**config.mk**
```make
export PLATFORM = sky130hd
export DESIGN_NAME = canvas_grid_reader
export DESIGN_NICKNAME = d
export VERILOG_FILES = /design/src/rtl/canvas_pkg.sv /design/src/rtl/cell_scan_counter.sv /design/src/rtl/canvas_grid_reader.sv
export SDC_FILE = /design/constraint.sdc
export NUM_CORES = 1
export LEC_CHECK = 0
export BUFFER_PORTS_ARGS = -buffer_cell sky130_fd_sc_hd__buf_4
export CAP_MARGIN = 20
export CORE_ASPECT_RATIO = 0.6
export CORE_MARGIN = 2
export CORE_UTILIZATION = 55
export DETAILED_ROUTE_END_ITERATION = 10
export PLACE_DENSITY = 0.84
export SETUP_SLACK_MARGIN = 0.2
export SYNTH_ARGS = -nofsm -noshare
export SYNTH_HDL_FRONTEND = slang
export SYNTH_SLANG_ARGS = --single-unit
```
**constraint.sdc**
```tcl
create_clock -name CLOCK -period 6.29 [get_ports CLOCK]
set_input_delay 1.258 -clock CLOCK [delete_from_list [all_inputs] [get_ports CLOCK]]
set_output_delay 1.258 -clock CLOCK [all_outputs]
set_load 0.005 [all_outputs]
```
**src/rtl/canvas_pkg.sv**
```systemverilog
// Shared canvas geometry, draw colour and reader state encoding; also used by
// the drawing writer so both agree on cell layout.
package canvas_pkg;

    localparam logic [14:0] DRAWCOLOUR = 15'h7FFF;
    localparam int          CELL_W     = 10;
    localparam int          CELL_H     = 14;
    localparam int          GRID_W     = 16;
    localparam int          GRID_H     = 8;
    localparam int          X0         = 0;
    localparam int          Y0         = 0;

    typedef enum logic [2:0] {
        ST_IDLE  = 3'd0,
        ST_SCAN  = 3'd1,
        ST_DRAIN = 3'd2,
        ST_EMIT  = 3'd3,
        ST_DONE  = 3'd4
    } state_t;

    function automatic logic pixel_match(input logic [14:0] pix, input logic [14:0] colour);
        return (pix == colour);
    endfunction

endpackage

```
**src/rtl/cell_scan_counter.sv**
```systemverilog
// Nested pixel counter within one cell: px runs fastest, py advances on px wrap.
// Exposes the next position so the caller can register addresses without lag.
module cell_scan_counter #(
    parameter int CELL_W = 10,
    parameter int CELL_H = 14
) (
    input  logic       CLOCK,
    input  logic       resetn,
    input  logic       clear,
    input  logic       step,
    output logic [7:0] nxt_px,
    output logic [6:0] nxt_py,
    output logic       last
);

    logic [7:0] px_r;
    logic [6:0] py_r;
    logic       px_end_s;
    logic       py_end_s;

    // Terminal detection and next-position computation.
    always_comb begin
        px_end_s = (px_r == 8'(CELL_W - 1));
        py_end_s = (py_r == 7'(CELL_H - 1));
        last     = px_end_s && py_end_s;
        if (px_end_s) begin
            nxt_px = 8'd0;
            nxt_py = py_end_s ? 7'd0 : (py_r + 7'd1);
        end else begin
            nxt_px = px_r + 8'd1;
            nxt_py = py_r;
        end
    end

    // Position register.
    always_ff @(posedge CLOCK) begin
        if (!resetn) begin
            px_r <= 8'd0;
            py_r <= 7'd0;
        end else if (clear) begin
            px_r <= 8'd0;
            py_r <= 7'd0;
        end else if (step) begin
            px_r <= nxt_px;
            py_r <= nxt_py;
        end
    end

endmodule

```
**src/rtl/canvas_grid_reader.sv**
```systemverilog
// Scans the canvas cell by cell and reports, per cell, whether any pixel equals
// the draw colour, using a valid/ready handshake per cell result.
module canvas_grid_reader #(
    parameter logic [14:0] DRAWCOLOUR = canvas_pkg::DRAWCOLOUR,
    parameter int          CELL_W     = canvas_pkg::CELL_W,
    parameter int          CELL_H     = canvas_pkg::CELL_H,
    parameter int          GRID_W     = canvas_pkg::GRID_W,
    parameter int          GRID_H     = canvas_pkg::GRID_H,
    parameter int          X0         = canvas_pkg::X0,
    parameter int          Y0         = canvas_pkg::Y0
) (
    input  logic        CLOCK,
    input  logic        resetn,
    input  logic        start,
    output logic [7:0]  rd_x,
    output logic [6:0]  rd_y,
    input  logic [14:0] rd_data,
    output logic        cell_valid,
    input  logic        cell_ready,
    output logic        cell_bit,
    output logic [6:0]  cell_index,
    output logic        busy,
    output logic        done
);

    import canvas_pkg::state_t;
    import canvas_pkg::ST_IDLE;
    import canvas_pkg::ST_SCAN;
    import canvas_pkg::ST_DRAIN;
    import canvas_pkg::ST_EMIT;
    import canvas_pkg::ST_DONE;
    import canvas_pkg::pixel_match;

    localparam logic [6:0] LAST_INDEX = 7'(GRID_W * GRID_H - 1);

    state_t     state_r;
    logic [7:0] base_x_r;
    logic [6:0] base_y_r;
    logic [6:0] col_r;
    logic       hit_r;
    logic       issue_r;
    logic       data_v_r;

    logic [7:0] nxt_px_s;
    logic [6:0] nxt_py_s;
    logic       pix_last_s;
    logic       sample_hit_s;
    logic       col_end_s;
    logic       last_cell_s;
    logic       transfer_s;
    logic       cnt_clear_s;
    logic       cnt_step_s;
    logic [7:0] nb_x_s;
    logic [6:0] nb_y_s;

    cell_scan_counter #(
        .CELL_W (CELL_W),
        .CELL_H (CELL_H)
    ) u_pix (
        .CLOCK  (CLOCK),
        .resetn (resetn),
        .clear  (cnt_clear_s),
        .step   (cnt_step_s),
        .nxt_px (nxt_px_s),
        .nxt_py (nxt_py_s),
        .last   (pix_last_s)
    );

    // data_v_r marks the cycle in which rd_data answers an issued address;
    // next cell bases come from running adders rather than col*CELL_W.
    always_comb begin
        sample_hit_s = data_v_r && pixel_match(rd_data, DRAWCOLOUR);
        col_end_s    = (col_r == 7'(GRID_W - 1));
        last_cell_s  = (cell_index == LAST_INDEX);
        transfer_s   = (state_r == ST_EMIT) && cell_ready;
        cnt_clear_s  = ((state_r == ST_IDLE) && start) || (transfer_s && !last_cell_s);
        cnt_step_s   = (state_r == ST_SCAN) && !pix_last_s;
        if (col_end_s) begin
            nb_x_s = 8'(X0);
            nb_y_s = base_y_r + 7'(CELL_H);
        end else begin
            nb_x_s = base_x_r + 8'(CELL_W);
            nb_y_s = base_y_r;
        end
    end

    // Main sequencer: address issue, hit accumulation, handshake and done.
    always_ff @(posedge CLOCK) begin
        if (!resetn) begin
            state_r    <= ST_IDLE;
            base_x_r   <= 8'd0;
            base_y_r   <= 7'd0;
            col_r      <= 7'd0;
            hit_r      <= 1'b0;
            issue_r    <= 1'b0;
            data_v_r   <= 1'b0;
            rd_x       <= 8'd0;
            rd_y       <= 7'd0;
            cell_valid <= 1'b0;
            cell_bit   <= 1'b0;
            cell_index <= 7'd0;
            busy       <= 1'b0;
            done       <= 1'b0;
        end else begin
            data_v_r <= issue_r;
            issue_r  <= 1'b0;
            case (state_r)
                ST_IDLE: begin
                    if (start) begin
                        state_r    <= ST_SCAN;
                        base_x_r   <= 8'(X0);
                        base_y_r   <= 7'(Y0);
                        col_r      <= 7'd0;
                        cell_index <= 7'd0;
                        hit_r      <= 1'b0;
                        rd_x       <= 8'(X0);
                        rd_y       <= 7'(Y0);
                        issue_r    <= 1'b1;
                        busy       <= 1'b1;
                    end
                end
                ST_SCAN: begin
                    hit_r <= hit_r | sample_hit_s;
                    if (pix_last_s) begin
                        state_r <= ST_DRAIN;
                    end else begin
                        rd_x    <= base_x_r + nxt_px_s;
                        rd_y    <= base_y_r + nxt_py_s;
                        issue_r <= 1'b1;
                    end
                end
                ST_DRAIN: begin
                    hit_r      <= hit_r | sample_hit_s;
                    cell_bit   <= hit_r | sample_hit_s;
                    cell_valid <= 1'b1;
                    state_r    <= ST_EMIT;
                end
                ST_EMIT: begin
                    if (cell_ready) begin
                        cell_valid <= 1'b0;
                        hit_r      <= 1'b0;
                        if (last_cell_s) begin
                            state_r <= ST_DONE;
                            done    <= 1'b1;
                        end else begin
                            col_r      <= col_end_s ? 7'd0 : (col_r + 7'd1);
                            base_x_r   <= nb_x_s;
                            base_y_r   <= nb_y_s;
                            rd_x       <= nb_x_s;
                            rd_y       <= nb_y_s;
                            cell_index <= cell_index + 7'd1;
                            issue_r    <= 1'b1;
                            state_r    <= ST_SCAN;
                        end
                    end
                end
                ST_DONE: begin
                    done    <= 1'b0;
                    busy    <= 1'b0;
                    state_r <= ST_IDLE;
                end
                default: begin
                    state_r    <= ST_IDLE;
                    busy       <= 1'b0;
                    done       <= 1'b0;
                    cell_valid <= 1'b0;
                end
            endcase
        end
    end

endmodule

```
==> flow_metrics.py, run 1 <==
metrics = {
    "drt": {
        "num_vias": 3627,
        "viasPerCell": 5.89,
        "wl_per_cell_um": 16.2,
        "route.detailed.drc": 0,
        "first_iter_violations": 273,
        "postRouteAntennaNets": 0,
        "first_pass_iters": 5,
        "wl_mm": 10.0,
    },
    "die": {
        "start_util_pct": 56.1,
        "rows": 24,
        "io_pins": 45,
        "die_w_um": 115,
        "fp.dieH_um": 70.4,
        "fp.coreArea_um2": 7210,
        "die-area_um2": 8080,
    },
    "logic_synthesis": {
        "synth-warning-count": 0,
        "synth_top_area_cell": "dfxtp_1",
        "netlist_instances": 482,
        "syn_nets": 524,
        "synth.avg_cell_area_um2": 8.39,
        "ys_ff_latch": 68,
        "ys_seq_area_share_pct": 33.6,
        "synth_top_area_share_pct": 33.6,
        "synth_edf_count": 0,
        "netlist_area_um2": 4050,
        "postSynth.asyncResetShare_pct": 0,
        "ys_types": 62,
        "synth_ff_type": "dfxtp_1",
        "ys_top_cells_by_area": "dfxtp_1, ha_1, xnor2_1, nor2_1, xor2_1",
    },
    "critical_path": {
        "path_delay_family": "simple AND/OR/NAND/NOR gates",
        "critPathLaunch": "u_pix.px_r[0]",
        "crit_path_top_delay_cell": "and2_1",
        "critPathCaptureType": "flop",
        "max_stage_delay_ns": 0.47,
        "r2r_start": "u_pix.px_r[0]",
        "arrival_ns": 3.75,
        "required_ns": 6.51,
        "reg2reg_to": "rd_x[6]",
        "reg2regPathDepth": 12,
        "startpoint_type": "flop",
        "crit_cells": 12,
        "crit_chain": "ha_1, nor4b_2, and2_1, nor2_1, ha_1, fa_1, a211oi_1, o21bai_1, a21oi_1, xor2_1, nor2_1, o311a_1",
        "critPathMaxFanout": 13,
        "critPathKind": "flop to flop",
        "cp.buffers_inverters": 0,
        "r2r_slack_ns": 2.76,
    },
    "timing": {
        "timing.slew.headroom_pct": 46.3,
        "tns_ns": 0,
        "min_period_ns": 3.53,
        "grt_setup_unrepaired": "false",
        "worstMarginPinSlew_ns": 0.800,
        "final_hold_viol_count": 0,
        "finalCritPeriodShare_pct": 56.1,
        "setup_viol": 0,
        "slew_viol_final": 0,
        "fmax_mhz": 283,
        "fin_worst_skew_ns": 0.00501,
    },
    "final_layout": {
        "drive_gt1_share_pct": 14.1,
        "seqCellArea_um2": 1360,
        "antenna_cells": 0,
        "multi_input_area_um2": 2510,
        "area_delta_synth_final_pct": 16.1,
        "final_cell_mix": "dfxtp_1, nor2_1, buf_4",
        "final_common_cell": "dfxtp_1",
        "fin_nets": 562,
        "final_util_pct": 65.2,
        "final_cell_area_um2": 4700,
        "nFillCells": 626,
    },
    "global_routing": {
        "grt_pass1_vias": 3528,
        "grt_pass1_wl_mm": 16.5,
        "grt_use_total_pct": 26.0,
        "antenna_found_initial": 0,
        "grt_overflow": 0,
        "grt_max_degree": 39,
    },
    "clocking": {
        "clk_latency_ns": 0.34,
        "cts_resized": 0,
        "clockBufferDepth": 2,
        "cts_tree": "yes",
        "post_cts_buffers": 0,
        "cts_inserted_buffers": 9,
        "cts_root_buf": "clkbuf_16",
        "htree_levels": 3,
        "cts_sinks": 68,
        "cts.clk_slew.worst_paths_ns": 0.06,
        "ctsHoldBuffers": 0,
    },
    "pwr": {
        "p_total_uw": 1070,
        "peakVddDrop_v": 0.000188,
        "p_leak_uw": 0.00185,
        "power.density_nw_per_um2": 227,
    },
    "placement": {
        "port_buffers": 44,
        "place_area_um2": 4380,
        "routabilityCongestion": 0.854,
        "hpwl_mm": 7.10,
    },
    "min_path": {
        "hp-start": "issue_r",
        "whs_path_depth": 1,
        "hold_class": "flop to flop",
        "holdPathEnd": "data_v_r",
    },
    "run": {
        "drv_cap": 0,
    },
    "outcome": {
        "status": "finished, final reports clean",
    },
}
==> registers in the layout, indices dropped and copies added (netlist names) <==
signal / flops
base_x_r: 8
rd_x: 8
u_pix.px_r: 8
cell_index: 7
col_r: 7
rd_y: 7
u_pix.py_r: 7
base_y_r: 6
state_r: 3
busy: 1
cell_bit: 1
cell_valid: 1
data_v_r: 1
done: 1
hit_r: 1
issue_r: 1
==> Yosys cell counts (2+ instances only) <==
cell type / n
or3_1: 3
buf_4: 6
xor2_1: 24
a22oi_1: 12
nor3b_1: 4
o21ai_1: 3
o311a_1: 2
clkbuf_1: 6
a21boi_0: 2
nor3_1: 12
a31oi_1: 3
nand2_1: 36
ha_1: 21
a21o_1: 2
xnor2_1: 25
and2_1: 7
a21oi_1: 25
nand2b_1: 11
buf_6: 2
a221oi_1: 2
buf_2: 3
mux2i_1: 7
nor2_1: 58
nor2b_1: 22
nand4_1: 13
o32ai_1: 2
nor4b_2: 3
or2_2: 2
and4_1: 2
o21ai_0: 23
o21a_1: 2
dfxtp_1: 68
fa_1: 2
a211oi_1: 6
o21bai_1: 2
nand3_1: 19
inv_1: 11
and3_1: 5
==> per-stage QoR <==
step / std cells / hold WS (ns) / worst slack, ns
2_1_floorplan: 482 / 0.412 / 3.34
3_3_place_gp: 600 / 0.418 / 2.94
3_5_place_dp: 600 / 0.439 / 2.84
4_1_cts: 616 / 0.448 / 2.85
5_1_grt: 616 / 0.457 / 2.47
6_report: 616 / 0.441 / 2.76
==> report_power, final <==
part,internal [uW],leakage (uW),switching (uW)
logic,34.8,0.00114,48.8
clock network,345,0.000155,193
registers,438,0.000550,8.32
total,818,0.00185,251
==> kinds of logic (layout without fill, tap and decap cells) <==
family,count (synthesis),count (layout),share of synthesized area [%]
simple gates,204,204,26.0
compound gates,99,99,16.2
flops,68,68,33.6
xor+xnor,49,49,10.6
buf+inv,31,74,4.20
fa+ha+maj,23,23,7.48
mux,7,7,1.73
other cells,1,1,0.0927
==> worst max path at each step <==
stage / slack (ns) / endpoint
after floorplan: 3.34 / rd_x[6]
after global placement: 2.94 / rd_x[6]
after detailed placement: 2.84 / u_pix.px_r[7]
after CTS: 2.85 / rd_x[6]
after global routing: 2.47 / rd_x[6]
final: 2.76 / rd_x[6]
==> per-layer routing <==
| layer | up-vias | GRT usage [%] | part of all wire [%] | wire (um) |
|---|---|---|---|---|
| met5 | - | 0 | 0 | 0 |
| met2 | 128 | 42.1 | 46 | 4560 |
| met3 | 13 | 8.59 | 7.7 | 775 |
| met4 | 0 | 6.83 | 1.0 | 101 |
| met1 | 1711 | 33.6 | 46 | 4560 |
| li1 | 1775 | - | - | - |
==> layout make-up <==
class / count / area share (%)
timing repair buffer: 46 / 7.35
sequential: 68 / 29.0
multi-input combinational: 383 / 53.5
clock buffer: 9 / 4.79
tap: 91 / 2.42
clock inverter: 7 / 1.94
inverter: 12 / 0.959
Note: power is estimated with default switching activity, not from simulation.
==> run 2, diff against run 1 <==
clock period = 3.65 ns   (was 6.29 ns; I/O delays follow)
==> flow_metrics.py, run 2 (synthesis gave the netlist of run 1 again) <==
metrics = {
    "outcome": {
        "status": "finished, final reports clean",
    },
    "global_routing": {
        "grt_pass1_wl_mm": 16.6,
        "grt_use_total_pct": 26.3,
        "antenna_found_initial": 0,
        "grt_max_degree": 39,
        "grt_pass1_vias": 3475,
        "grt_overflow": 0,
    },
    "critical_path": {
        "r2r_start": "u_pix.px_r[0]",
        "required_ns": 3.87,
        "r2r_slack_ns": 0.40,
        "startpoint_type": "flop",
        "critPathLaunch": "u_pix.px_r[0]",
        "crit_end": "rd_x[6]",
        "critPathKind": "flop to flop",
        "critPathCaptureType": "flop",
        "arrival_ns": 3.47,
        "critPathMaxFanout": 13,
        "reg2reg_to": "rd_x[6]",
        "reg2regPathDepth": 12,
    },
    "timing": {
        "finalCritPeriodShare_pct": 89.0,
        "setup_viol": 0,
        "grt_setup_unrepaired": "false",
        "final_hold_viol_count": 0,
        "timing.slew.headroom_pct": 47.3,
        "fin_worst_skew_ns": 0.00285,
        "setup_slack_ns": 0.401,
        "slew_viol_final": 0,
        "worstMarginPinSlew_ns": 0.785,
        "whs_ns": 0.460,
        "fmax_mhz": 308,
        "min_period_ns": 3.25,
        "tns_ns": 0,
    },
    "pwr": {
        "swShare_pct": 23.0,
        "p_seq_share_pct": 41.3,
        "clock_power_share_pct": 50.7,
        "peakVddDrop_v": 0.000309,
        "power.density_nw_per_um2": 393,
        "p_comb_share_pct": 7.9,
        "p_int_uw": 1430,
        "p_leak_uw": 0.00185,
        "p_sw_uw": 427,
    },
    "clocking": {
        "ctsHoldBuffers": 0,
        "clk_latency_ns": 0.34,
        "cts.clk_slew.worst_paths_ns": 0.05,
        "cts_root_buf": "clkbuf_16",
        "clockBufferDepth": 2,
        "cts_sinks": 68,
        "cts_tree": "yes",
        "cts_inserted_buffers": 9,
        "htree_levels": 3,
    },
    "placement": {
        "routabilityCongestion": 0.927,
        "hpwl_mm": 7.19,
        "pre_cts_ws_ns": 0.233,
        "dp_cells": 601,
        "port_buffers": 44,
    },
    "drt": {
        "viasPerCell": 5.90,
        "postRouteAntennaNets": 0,
        "route.detailed.drc": 0,
        "wl_per_cell_um": 16.2,
        "first_iter_violations": 245,
        "num_vias": 3641,
        "first_pass_iters": 7,
        "wl_mm": 9.97,
    },
    "final_layout": {
        "drive_gt1_share_pct": 14.4,
        "fin_nets": 563,
        "final_common_cell": "dfxtp_1",
        "top_regs": "base_x_r x8, rd_x x8, u_pix.px_r x8",
        "final_cell_mix": "dfxtp_1, nor2_1, buf_4",
        "area_delta_synth_final_pct": 16.8,
        "antenna_cells": 0,
        "layout.cells.non_filler": 617,
    },
    "die": {
        "die-area_um2": 8080,
        "die_w_um": 115,
        "fp.dieH_um": 70.4,
        "io_pins": 45,
        "rows": 24,
        "start_util_pct": 56.1,
        "fp.coreArea_um2": 7210,
    },
    "min_path": {
        "hold_class": "flop to flop",
    },
    "run": {
        "drv_cap": 0,
    },
}
## run 2: critical path, cell delays in order, from the launching register on
cell      delay, ns
dfxtp_1        0.43
ha_1           0.19
nor4b_4        0.28
and2_4         0.29
nor2_1         0.08
ha_1           0.23
fa_1           0.43
a211oi_1       0.34
o21bai_1       0.12
a21oi_1        0.21
xor2_1         0.16
nor2_1         0.05
o311a_1        0.32
## run 2: timing repair
item                                    4_1_cts  5_1_grt
buffers inserted                              0        0
gates resized for setup                       0        3
endpoints found under the setup margin        0        4
## run 2: how the worst min path moves through the flow
stage | start | endpoint | slack [ns] | depth (start not counted)
2_1_floorplan | issue_r | data_v_r | 0.41 | 1
3_3_place_gp | issue_r | data_v_r | 0.42 | 1
4_1_cts | issue_r | data_v_r | 0.47 | 1
6_report | issue_r | data_v_r | 0.46 | 1
5_1_grt | issue_r | data_v_r | 0.49 | 1
3_5_place_dp | issue_r | data_v_r | 0.44 | 1
## run 2: stage by stage
step / utilization [%] / total power [uW] / area [um2]
2_1_floorplan: - / 882 / 4050
3_3_place_gp: 60.9 / 923 / 4390
3_5_place_dp: 60.9 / 928 / 4390
4_1_cts: 65.4 / 1870 / 4710
5_1_grt: 65.6 / 1920 / 4730
6_report: 65.6 / 1860 / 4730
## run 2: cell type report
class	instances	area, um2
Clock inverter	6	87.6
Clock buffer	10	239
Multi-Input combinational cell	383	2530
Timing Repair Buffer	47	353
Inverter	12	45.0
Sequential cell	68	1360
Tap cell	91	114
Fill cell	613	2480
## run 2: power by group through the flow
| stage | Sequential [uW] | Combinational (uW) | Clock [uW] |
|---|---|---|---|
| floorplan | 780 | 102 | 0 |
| finish | 768 | 148 | 942 |
| global placement | 783 | 139 | 0 |
| global route | 770 | 159 | 996 |
| detailed placement | 784 | 144 | 0 |
| CTS | 768 | 145 | 959 |
## run 2: metal layers
layer / part of all wire, % / GRT usage [%] / vias to the layer above
met2: 46 / 40.9 / 138
met1: 45 / 34.0 / 1721
li1: - / - / 1771
met3: 8.3 / 10.3 / 11
met4: 1.2 / 7.63 / 0
met5: 0 / 0 / -
==> run 3, diff against run 2 <==
BUFFER_PORTS_ARGS = not set   (was -buffer_cell sky130_fd_sc_hd__buf_4)
DONT_BUFFER_PORTS = 1   (was not set)
PLACE_DENSITY = 0.78   (was 0.84)
==> flow_metrics.py, run 3 (synthesis gave the netlist of run 1 again) <==
metrics = {
    "outcome": {
        "status": "finished, final reports clean",
    },
    "pwr": {
        "peakVddDrop_v": 0.000337,
        "clock_power_share_pct": 53.4,
        "p_seq_share_pct": 40.5,
        "p_comb_share_pct": 6.2,
        "power.density_nw_per_um2": 430,
        "p_sw_uw": 419,
        "swShare_pct": 22.0,
        "p_leak_uw": 0.00165,
        "p_int_uw": 1480,
    },
    "critical_path": {
        "critPathKind": "flop to flop",
        "critPathCaptureType": "flop",
        "critPathMaxFanout": 13,
        "reg2regPathDepth": 12,
        "crit_chain": "ha_1, nor4b_4, and2_4, nor2_1, ha_1, fa_1, a211oi_1, o21bai_1, a21oi_1, xor2_1, nor2_1, o311a_1",
        "arrival_ns": 3.36,
        "max_stage_delay_ns": 0.43,
        "required_ns": 3.87,
        "startpoint_type": "flop",
        "crit_path_top_delay_cell": "dfxtp_1",
    },
    "die": {
        "rows": 24,
        "io_pins": 45,
        "die_w_um": 115,
        "fp.coreArea_um2": 7210,
        "start_util_pct": 56.1,
        "die-area_um2": 8080,
        "fp.dieH_um": 70.4,
    },
    "drt": {
        "first_iter_violations": 308,
        "wl_mm": 9.56,
        "viasPerCell": 6.05,
        "postRouteAntennaNets": 0,
        "first_pass_iters": 5,
        "route.detailed.drc": 0,
        "wl_per_cell_um": 16.7,
        "num_vias": 3473,
    },
    "clocking": {
        "post_cts_buffers": 0,
        "cts_resized": 0,
        "cts_inserted_buffers": 9,
        "cts_tree": "yes",
        "cts.clk_slew.worst_paths_ns": 0.05,
        "cts_root_buf": "clkbuf_16",
        "cts_sinks": 68,
        "clk_latency_ns": 0.34,
        "htree_levels": 3,
        "clockBufferDepth": 2,
        "ctsHoldBuffers": 0,
    },
    "final_layout": {
        "top_regs": "base_x_r x8, rd_x x8, u_pix.px_r x8",
        "fin_nets": 520,
        "drive_gt1_share_pct": 6.83,
        "area_delta_synth_final_pct": 9.40,
        "final_cell_mix": "dfxtp_1, nor2_1, nand2_1",
        "multi_input_area_um2": 2530,
        "seqCellArea_um2": 1360,
        "final_common_cell": "dfxtp_1",
        "nFillCells": 626,
        "antenna_cells": 0,
        "final_util_pct": 61.4,
    },
    "timing": {
        "tns_ns": 0,
        "finalCritPeriodShare_pct": 86.0,
        "fin_worst_skew_ns": 0.00456,
        "min_period_ns": 3.14,
        "setup_viol": 0,
        "slew_viol_final": 0,
        "grt_setup_unrepaired": "false",
        "final_hold_viol_count": 0,
        "fmax_mhz": 318,
        "timing.slew.headroom_pct": 53.3,
        "worstMarginPinSlew_ns": 0.698,
    },
    "global_routing": {
        "antenna_found_initial": 0,
        "grt_overflow": 0,
        "grt_use_total_pct": 25.7,
        "grt_pass1_wl_mm": 16.2,
        "grt_max_degree": 39,
        "grt_pass1_vias": 3317,
    },
    "min_path": {
        "whs_path_depth": 1,
        "hold_class": "flop to flop",
    },
    "placement": {
        "port_buffers": 0,
        "routabilityCongestion": 0.888,
        "hpwl_mm": 6.99,
    },
    "run": {
        "drv_cap": 0,
    },
}
-- run 3: cell types whose count changed in the layout (fill, tap and decap cells not counted), sizes merged --
cell,delta
buf,-43
bufinv,+1
clkinv,+1
clkinvlp,-2
-- run 3: final cells by class --
| class | instances | share of cell area (%) |
|---|---|---|
| timing repair buffer | 4 | 0.678 |
| multi-input combinational | 383 | 57.1 |
| clock buffer | 10 | 5.40 |
| sequential | 68 | 30.8 |
| tap | 91 | 2.57 |
| clock inverter | 6 | 2.52 |
| inverter | 12 | 1.02 |
-- run 3: path summary, 6_finish.rpt --
kind	slack, ns	end	startpoint
worst max-delay path	0.51	rd_x[6]	u_pix.px_r[0]
worst min-delay path	0.44	data_v_r	issue_r
worst max register to register	0.51	rd_x[6]	u_pix.px_r[0]
worst min register to register	0.44	data_v_r	issue_r
-- run 3: worst max-delay path: cells and delay by family (launching register included) --
kind            cells  cell delay [ns]
xor+xnor            1             0.15
flops               1             0.43
fa+ha+maj           3             0.84
compound gates      4             0.95
simple gates        4             0.66
-- run 3: layer usage --
| layer | track usage (%) | part of all wire (%) |
|---|---|---|
| met1 | 36.3 | 49 |
| met2 | 38.0 | 43 |
| met3 | 8.77 | 7.5 |
| met4 | 5.35 | 0.87 |
| met5 | 0 | 0 |
-- run 3: power by group through the flow --
stage | clock, uW | sequential [uW] | combinational, uW
finish | 1020 | 770 | 117
detailed placement | 0 | 785 | 114
CTS | 1030 | 769 | 114
global placement | 0 | 785 | 112
floorplan | 0 | 780 | 102
global route | 1070 | 771 | 129
-- run 3: stage by stage --
stage	setup WS, ns	total power, uW	cells	area [um2]	hold WS, ns
after floorplan	0.701	882	482	4050	0.412
after global placement	0.401	897	558	4070	0.419
after detailed placement	0.284	899	558	4070	0.424
after CTS	0.250	1920	574	4420	0.437
after global routing	0.242	1970	574	4430	0.462
final	0.509	1900	574	4430	0.436
